`config.mk`:
```
export PLATFORM = sky130hd
export DESIGN_NAME = shift_issue_stage
export DESIGN_NICKNAME = d
export VERILOG_FILES = /design/src/rtl/shift_issue_stage.sv
export SDC_FILE = /design/constraint.sdc
export NUM_CORES = 1
export LEC_CHECK = 0
export CORE_MARGIN = 2
export CORE_UTILIZATION = 35
export DETAILED_ROUTE_END_ITERATION = 8
export GPL_TIMING_DRIVEN = 0
export SLEW_MARGIN = 10
export SYNTH_ARGS = -nofsm -noshare
export SYNTH_HDL_FRONTEND = slang
export SYNTH_SLANG_ARGS = --single-unit
export TNS_END_PERCENT = 20
```
`constraint.sdc`:
```
create_clock -name clk -period 4.85 [get_ports clk]
set_clock_uncertainty 0.05 [all_clocks]
set_input_delay 1.2125 -clock clk [delete_from_list [all_inputs] [get_ports clk]]
set_output_delay 1.2125 -clock clk [all_outputs]
set_load 0.02 [all_outputs]
```
`src/rtl/shift_issue_stage.sv`:
```
// Issue stage in front of barrelshifter32: decodes R-type shift ops into a/b/aluc
// operands and buffers them in a 2-entry FIFO with valid/ready on both sides.
module shift_issue_stage #(
  parameter int WIDTH = 32,
  parameter int SHW   = 5,
  parameter int TAGW  = 5
) (
  input  logic             clk,
  input  logic             rst_n,
  input  logic             in_valid,
  output logic             in_ready,
  input  logic [5:0]       in_funct,
  input  logic [WIDTH-1:0] in_rs,
  input  logic [WIDTH-1:0] in_rt,
  input  logic [SHW-1:0]   in_shamt,
  input  logic [TAGW-1:0]  in_tag,
  output logic             out_valid,
  input  logic             out_ready,
  output logic [WIDTH-1:0] sh_a,
  output logic [SHW-1:0]   sh_b,
  output logic [1:0]       sh_aluc,
  output logic [TAGW-1:0]  sh_tag,
  output logic             err_pulse,
  output logic [7:0]       err_cnt
);

  localparam int EW = WIDTH + SHW + 2 + TAGW;

  logic [1:0]      count_reg, count_next;
  logic            wr_ptr_reg, rd_ptr_reg;
  logic            err_pulse_reg;
  logic [7:0]      err_cnt_reg;
  logic [2*EW-1:0] entries;
  logic [EW-1:0]   entry_next, head;

  logic            legal, use_rs;
  logic [1:0]      dec_aluc;
  logic [SHW-1:0]  dec_b;
  logic            accept, push, pop, illegal;

  // Only the low SHW bits of rs matter as a shift amount.
  logic unused_rs;
  assign unused_rs = ^in_rs[WIDTH-1:SHW];

  always_comb begin
    legal    = 1'b1;
    use_rs   = 1'b0;
    dec_aluc = 2'b00;
    case (in_funct)
      6'b000000: dec_aluc = 2'b10;
      6'b000100: begin dec_aluc = 2'b10; use_rs = 1'b1; end
      6'b000010: dec_aluc = 2'b01;
      6'b000110: begin dec_aluc = 2'b01; use_rs = 1'b1; end
      6'b000011: dec_aluc = 2'b00;
      6'b000111: begin dec_aluc = 2'b00; use_rs = 1'b1; end
      default:   legal = 1'b0;
    endcase
  end

  assign dec_b      = use_rs ? in_rs[SHW-1:0] : in_shamt;
  assign entry_next = {in_rt, dec_b, dec_aluc, in_tag};

  assign in_ready  = (count_reg != 2'd2);
  assign out_valid = (count_reg != 2'd0);
  assign accept    = in_valid & in_ready;
  assign push      = accept & legal;
  assign illegal   = accept & ~legal;
  assign pop       = out_valid & out_ready;

  // Storage slots are reset so the outputs read zero straight out of reset.
  for (genvar gi = 0; gi < 2; gi++) begin : g_slot
    logic [EW-1:0] slot_reg;
    always_ff @(posedge clk or negedge rst_n) begin
      if (!rst_n)
        slot_reg <= '0;
      else if (push && (wr_ptr_reg == 1'(gi)))
        slot_reg <= entry_next;
    end
    assign entries[gi*EW +: EW] = slot_reg;
  end

  assign head = rd_ptr_reg ? entries[2*EW-1:EW] : entries[EW-1:0];
  assign {sh_a, sh_b, sh_aluc, sh_tag} = head;

  always_comb begin
    count_next = count_reg;
    case ({push, pop})
      2'b10:   count_next = count_reg + 2'd1;
      2'b01:   count_next = count_reg - 2'd1;
      default: count_next = count_reg;
    endcase
  end

  always_ff @(posedge clk or negedge rst_n) begin
    if (!rst_n) begin
      count_reg     <= 2'd0;
      wr_ptr_reg    <= 1'b0;
      rd_ptr_reg    <= 1'b0;
      err_pulse_reg <= 1'b0;
      err_cnt_reg   <= 8'd0;
    end else begin
      count_reg     <= count_next;
      err_pulse_reg <= illegal;
      if (push)
        wr_ptr_reg <= ~wr_ptr_reg;
      if (pop)
        rd_ptr_reg <= ~rd_ptr_reg;
      if (illegal && (err_cnt_reg != 8'hFF))
        err_cnt_reg <= err_cnt_reg + 8'd1;
    end
  end

  assign err_pulse = err_pulse_reg;
  assign err_cnt   = err_cnt_reg;

endmodule

```
==> results of run 1 <==
==> cell type report <==
| type | count | area share (%) |
|---|---|---|
| sequential | 101 | 39.7 |
| multi-input combinational | 183 | 31.8 |
| timing repair buffer | 112 | 17.9 |
| clock buffer | 14 | 4.30 |
| tap | 176 | 3.46 |
| buffer | 14 | 2.44 |
| clock inverter | 2 | 0.256 |
| inverter | 2 | 0.118 |
==> worst paths after layout <==
check	end	slack, ns	depth (start not counted)
max in group asynchronous	g_slot[0].slot_reg[35]	3.39	2
max reg2reg	g_slot[0].slot_reg[40]	2.83	5
min in group asynchronous	g_slot[1].slot_reg[16]	0.71	1
min reg2reg	count_reg[1]	0.43	1
max	sh_a[23]	1.00	4
min	count_reg[1]	0.43	1
==> Yosys cell counts <==
master,n
and2_1,1
nor3_1,5
nor2_2,1
clkbuf_1,3
xor2_1,8
nand2_1,4
nand3_1,3
or3_1,2
nor2_1,2
buf_12,4
or2_1,1
dfrtp_1,101
or2b_2,1
nor3b_1,2
nor2b_1,1
inv_1,2
nand4_4,1
nor4_1,1
or2_2,1
mux2_2,94
a22o_1,5
nor3_2,1
o211ai_2,1
nor4b_1,1
xnor2_1,3
nand2b_1,2
buf_1,2
ha_1,2
buf_6,5
mux2_4,40
==> routing by layer <==
metal / vias up / track usage (%)
met2: 74 / 23.1
met1: 1459 / 19.1
met4: 0 / 3.53
li1: 1313 / -
met5: - / 0
met3: 7 / 5.18
==> report_power, final <==
part	leakage (nW)	total (mW)	switching (mW)	internal (mW)
clock network	0.139	0.703	0.311	0.392
registers	1.28	1.39	0.194	1.20
logic	1.47	1.88	0.790	1.09
total	2.88	3.98	1.29	2.68
==> layout by cell type (no fill, tap or decap), types with 3 or more instances in the layout <==
cell             instances
mux2_2                  94
a22o_1                   5
clkbuf_8                 3
clkbuf_16                9
nand3_1                  3
nor3_1                   5
buf_12                   4
dfrtp_1                101
clkdlybuf4s50_1        110
clkbuf_1                 5
mux2_4                  40
xor2_1                   8
buf_6                    6
xnor2_1                  3
nand2_1                  4
==> through the flow <==
step / util (%) / setup TNS [ns] / instance area, um^2
final: 48.3 / 0 / 6370
after floorplan: - / 0 / 4720
after CTS: 48.3 / 0 / 6370
after global placement: 45.8 / -138.61 / 6050
after global routing: 48.3 / 0 / 6370
after detailed placement: 46.1 / 0 / 6080
==> cell families after synthesis <==
family,synth area share [%]
XOR/XNOR,2.04
multiplexers,35.2
AND/OR/NAND/NOR,4.01
AO/OA/AOI/OAI,1.19
buffers and inverters,3.45
adder cells (fa/ha/maj),0.531
flip-flops,53.6
==> worst max-delay path, cell delays in order (launching register included) <==
cell	delay, ns
dfrtp_1	0.32
clkbuf_1	0.39
clkbuf_1	0.57
mux2_2	0.42
clkdlybuf4s50_1	0.54
==> impl_metrics.yaml, run 1 <==
finish:
  fillers: 1192
  nets: 509
  largest_reg_flops: 88
  syn_to_final_growth_pct: 35.0
  diodes: 0
  drive_above_1_share_pct: 38.6
  stdcell_count: 604
  seqCellArea_um2: 2530
  multi_input_area_um2: 2030
cts:
  ctsHoldBuffers: 0
  cts_buffers: 9
  tritoncts: "built"
  cts.sink_count: 101
  htreeDepth: 3
  cts-resized-gates: 0
  cts_root_buf: "clkbuf_16"
  clk_path_buf_depth: 2
  cts.clk_slew.worst_paths_ns: 0.07
  clkLatencyLatePin_ns: 0.35
  postCtsSetupRepairBufs: 0
run_status:
  status: "finished, final reports clean"
placement:
  port_buffers: 111
  hpwl_mm: 6.72
  placed_cells: 588
  globalplace.congestion: 0.708
  dp_slack_ns: 1.28
logic_synthesis:
  seq_area_frac_synth_pct: 53.6
  yosysTopAreaCell: "dfrtp_1"
  yosysWarnings: 0
  ys_seq_elements: 101
  synth_top_area_share_pct: 53.6
  synth_area_per_cell_um2: 15.7
  yosysUniqueCellTypes: 30
  netlist_instances: 300
  syn_nets: 386
  syn-cell-area_um2: 4720
  synth_area_leaders: "dfrtp_1, mux2_2, mux2_4, buf_12, xor2_1"
floorplan:
  row_count: 42
  start_util_pct: 35.8
  core_area_um2: 13200
  io_pins: 139
  die_x_um: 120
  dieArea_um2: 14400
  die_h_um: 120
sta:
  slew_headroom_pct: 55.6
  setup_violations: 0
  report.final.slew_viol_count: 0
  fmax_mhz: 260
  worst_slew_pin_slew_ns: 0.666
  rsz0062_at_grt: "no"
  fin_crit_ns: 3.85
  period_share_pct: 79.4
  hold_viol_final: 0
  timing.final.ws_setup_ns: 1.00
  whs_ns: 0.434
worst_setup_path:
  startpoint: "rd_ptr_reg"
  cp-start-kind: "register"
  reg2reg_from: "count_reg[1]"
  worstSetupPathType: "reg -> out"
  crit_arrival_ns: 2.59
  crit_path_end_kind: "output port"
  worstPathRequired_ns: 3.59
  crit_fanout: 10
detailed_routing:
  vias: 2853
  dr.pass1.iters: 4
  ant_nets: 0
  wl_per_cell_um: 16.2
  routed-wl-met2_mm: 4.67
  drcViolationCount: 0
  viasPerCell: 4.72
  route.met3.wl_um: 530
  drt-total-wl_mm: 9.77
  routed.top_layer: "met4"
  drt_iter0_markers: 97
  met1_length_mm: 4.47
grt:
  grt_pass1_wl_mm: 16.1
  grt_remaining_overflow: 0
  grt_max_degree: 63
  grtUsageTotal_pct: 14.6
  antenna_found_initial: 0
  grt_pass1_vias: 3050
power_and_ir_drop:
  powerDensity_nw_per_um2: 625
  peakVddDrop_mv: 0.336
  p_leak_nw: 2.88
  p_total_mw: 3.98
job:
  max_cap_violations: 0
min_path:
  min_path_type: "reg -> reg"
  worstHoldStart: "count_reg[1]"
(Power assumes the default switching activity.)
==> run 2: changes to the inputs <==
- clock period: 4.85 -> 3.2 ns (I/O delays scaled with it)
==> impl_metrics.yaml, run 2 (synthesis results as in run 1) <==
worst_setup_path:
  cp-start-kind: "register"
  worstPathRequired_ns: 2.35
  crit_arrival_ns: 2.09
  worstSetupPathType: "reg -> out"
  crit_fanout: 10
  crit_path_end_kind: "output port"
detailed_routing:
  drt_iter0_markers: 90
  wl_per_cell_um: 16.2
  drcViolationCount: 0
  dr.pass1.iters: 4
  drt-total-wl_mm: 9.77
  viasPerCell: 4.72
  ant_nets: 0
  vias: 2849
placement:
  globalplace.congestion: 0.708
  placed_cells: 588
  hpwl_mm: 6.72
  port_buffers: 111
finish:
  layout_commonest_cell: "clkdlybuf4s50_1"
  diodes: 0
  largest_reg_flops: 88
  drive_above_1_share_pct: 39.8
  stdcell_count: 603
  syn_to_final_growth_pct: 35.0
  seqCellArea_um2: 2530
  final_cell_mix: "clkdlybuf4s50_1, dfrtp_1, mux2_2, mux2_4, clkbuf_16"
  multi_input_area_um2: 2030
  nets: 508
  fillers: 1192
sta:
  tns_ns: 0
  fmax_mhz: 340
  worst_slew_pin_slew_ns: 0.642
  hold_viol_final: 0
  report.final.slew_viol_count: 0
  fin_crit_ns: 2.94
  whs_ns: 0.300
  period_share_pct: 92.0
  slew_headroom_pct: 56.9
  rsz0062_at_grt: "no"
  setup_violations: 0
cts:
  cts_root_buf: "clkbuf_16"
  cts.sink_count: 101
  htreeDepth: 3
  cts.clk_slew.worst_paths_ns: 0.07
  postCtsSetupRepairBufs: 0
  clk_path_buf_depth: 2
  cts_buffers: 9
  tritoncts: "built"
  clkLatencyLatePin_ns: 0.35
  ctsHoldBuffers: 0
power_and_ir_drop:
  p_leak_nw: 2.89
  peakVddDrop_mv: 0.509
  powerDensity_nw_per_um2: 947
floorplan:
  io_pins: 139
  core_area_um2: 13200
  start_util_pct: 35.8
  row_count: 42
  die_x_um: 120
  die_h_um: 120
  dieArea_um2: 14400
run_status:
  status: "finished, final reports clean"
grt:
  grt_max_degree: 63
  grt_remaining_overflow: 0
  antenna_found_initial: 0
  grt_pass1_vias: 3042
  grt_pass1_wl_mm: 16.1
  grtUsageTotal_pct: 14.6
min_path:
  min_path_type: "in -> async"
job:
  max_cap_violations: 0
[run 2: cell count changes in the layout (fill, tap and decap cells not counted)]
| cell | before | now |
|---|---|---|
| dfrtp_2 | 0 | 1 |
| clkbuf_2 | 0 | 2 |
| buf_1 | 2 | 0 |
| buf_2 | 0 | 2 |
| clkbuf_1 | 5 | 2 |
| dfrtp_1 | 101 | 100 |
[run 2: area by class of cell]
cell class,count,share of cell area (%)
timing repair buffer,112,17.9
tap,176,3.46
clock buffer,14,4.30
buffer,13,2.46
sequential,101,39.7
multi-input combinational,183,31.8
inverter,2,0.118
clock inverter,2,0.255
[run 2: path summary, 6_finish.rpt]
check | cells past startpoint | end | from | slack [ns]
worst max-delay path | 3 | sh_a[23] | rd_ptr_reg | 0.26
worst min-delay path | 1 | g_slot[1].slot_reg[16] | rst_n | 0.30
worst max register to register | 5 | g_slot[0].slot_reg[40] | count_reg[1] | 1.20
worst min register to register | 1 | count_reg[1] | count_reg[1] | 0.43
max in group asynchronous | 2 | g_slot[0].slot_reg[35] | rst_n | 2.16
min in group clk | 1 | count_reg[1] | count_reg[1] | 0.43
[run 2: routing by layer]
layer	share of wire, %	global-route usage [%]	vias up	wire length, um
li1	-	-	1312	-
met2	48	23.1	74	4660
met1	46	19.0	1456	4470
met3	5.4	5.18	7	530
met4	1.1	3.53	0	106
met5	0	0	-	0
[run 2: critical path: stages (launching register included)]
cell and delay, ns:
dfrtp_2 0.48, clkbuf_2 0.34, mux2_2 0.38, clkdlybuf4s50_1 0.54
[run 2: where the power goes]
part           internal (mW)  leakage [nW]  switching, mW
clock                  0.594         0.139          0.472
combinational           1.65          1.48           1.18
sequential              1.82          1.28          0.315
total                   4.07          2.89           1.96
[run 2: through the flow]
step	util [%]	total power [mW]	setup slack (ns)	instance area [um^2]
floorplan	-	3.84	0.974	4720
detailed placement	46.1	5.01	0.0446	6080
global placement	45.8	4.95	-2.62	6050
CTS	48.3	6.12	0.0506	6370
finish	48.3	6.03	0.256	6370
global route	48.3	6.39	0.135	6370
[run 2: what timing repair did]
action                     in CTS  in global routing
gates resized for setup         4                  1
setup endpoints to repair      39                  8
pin swaps                       0                  0
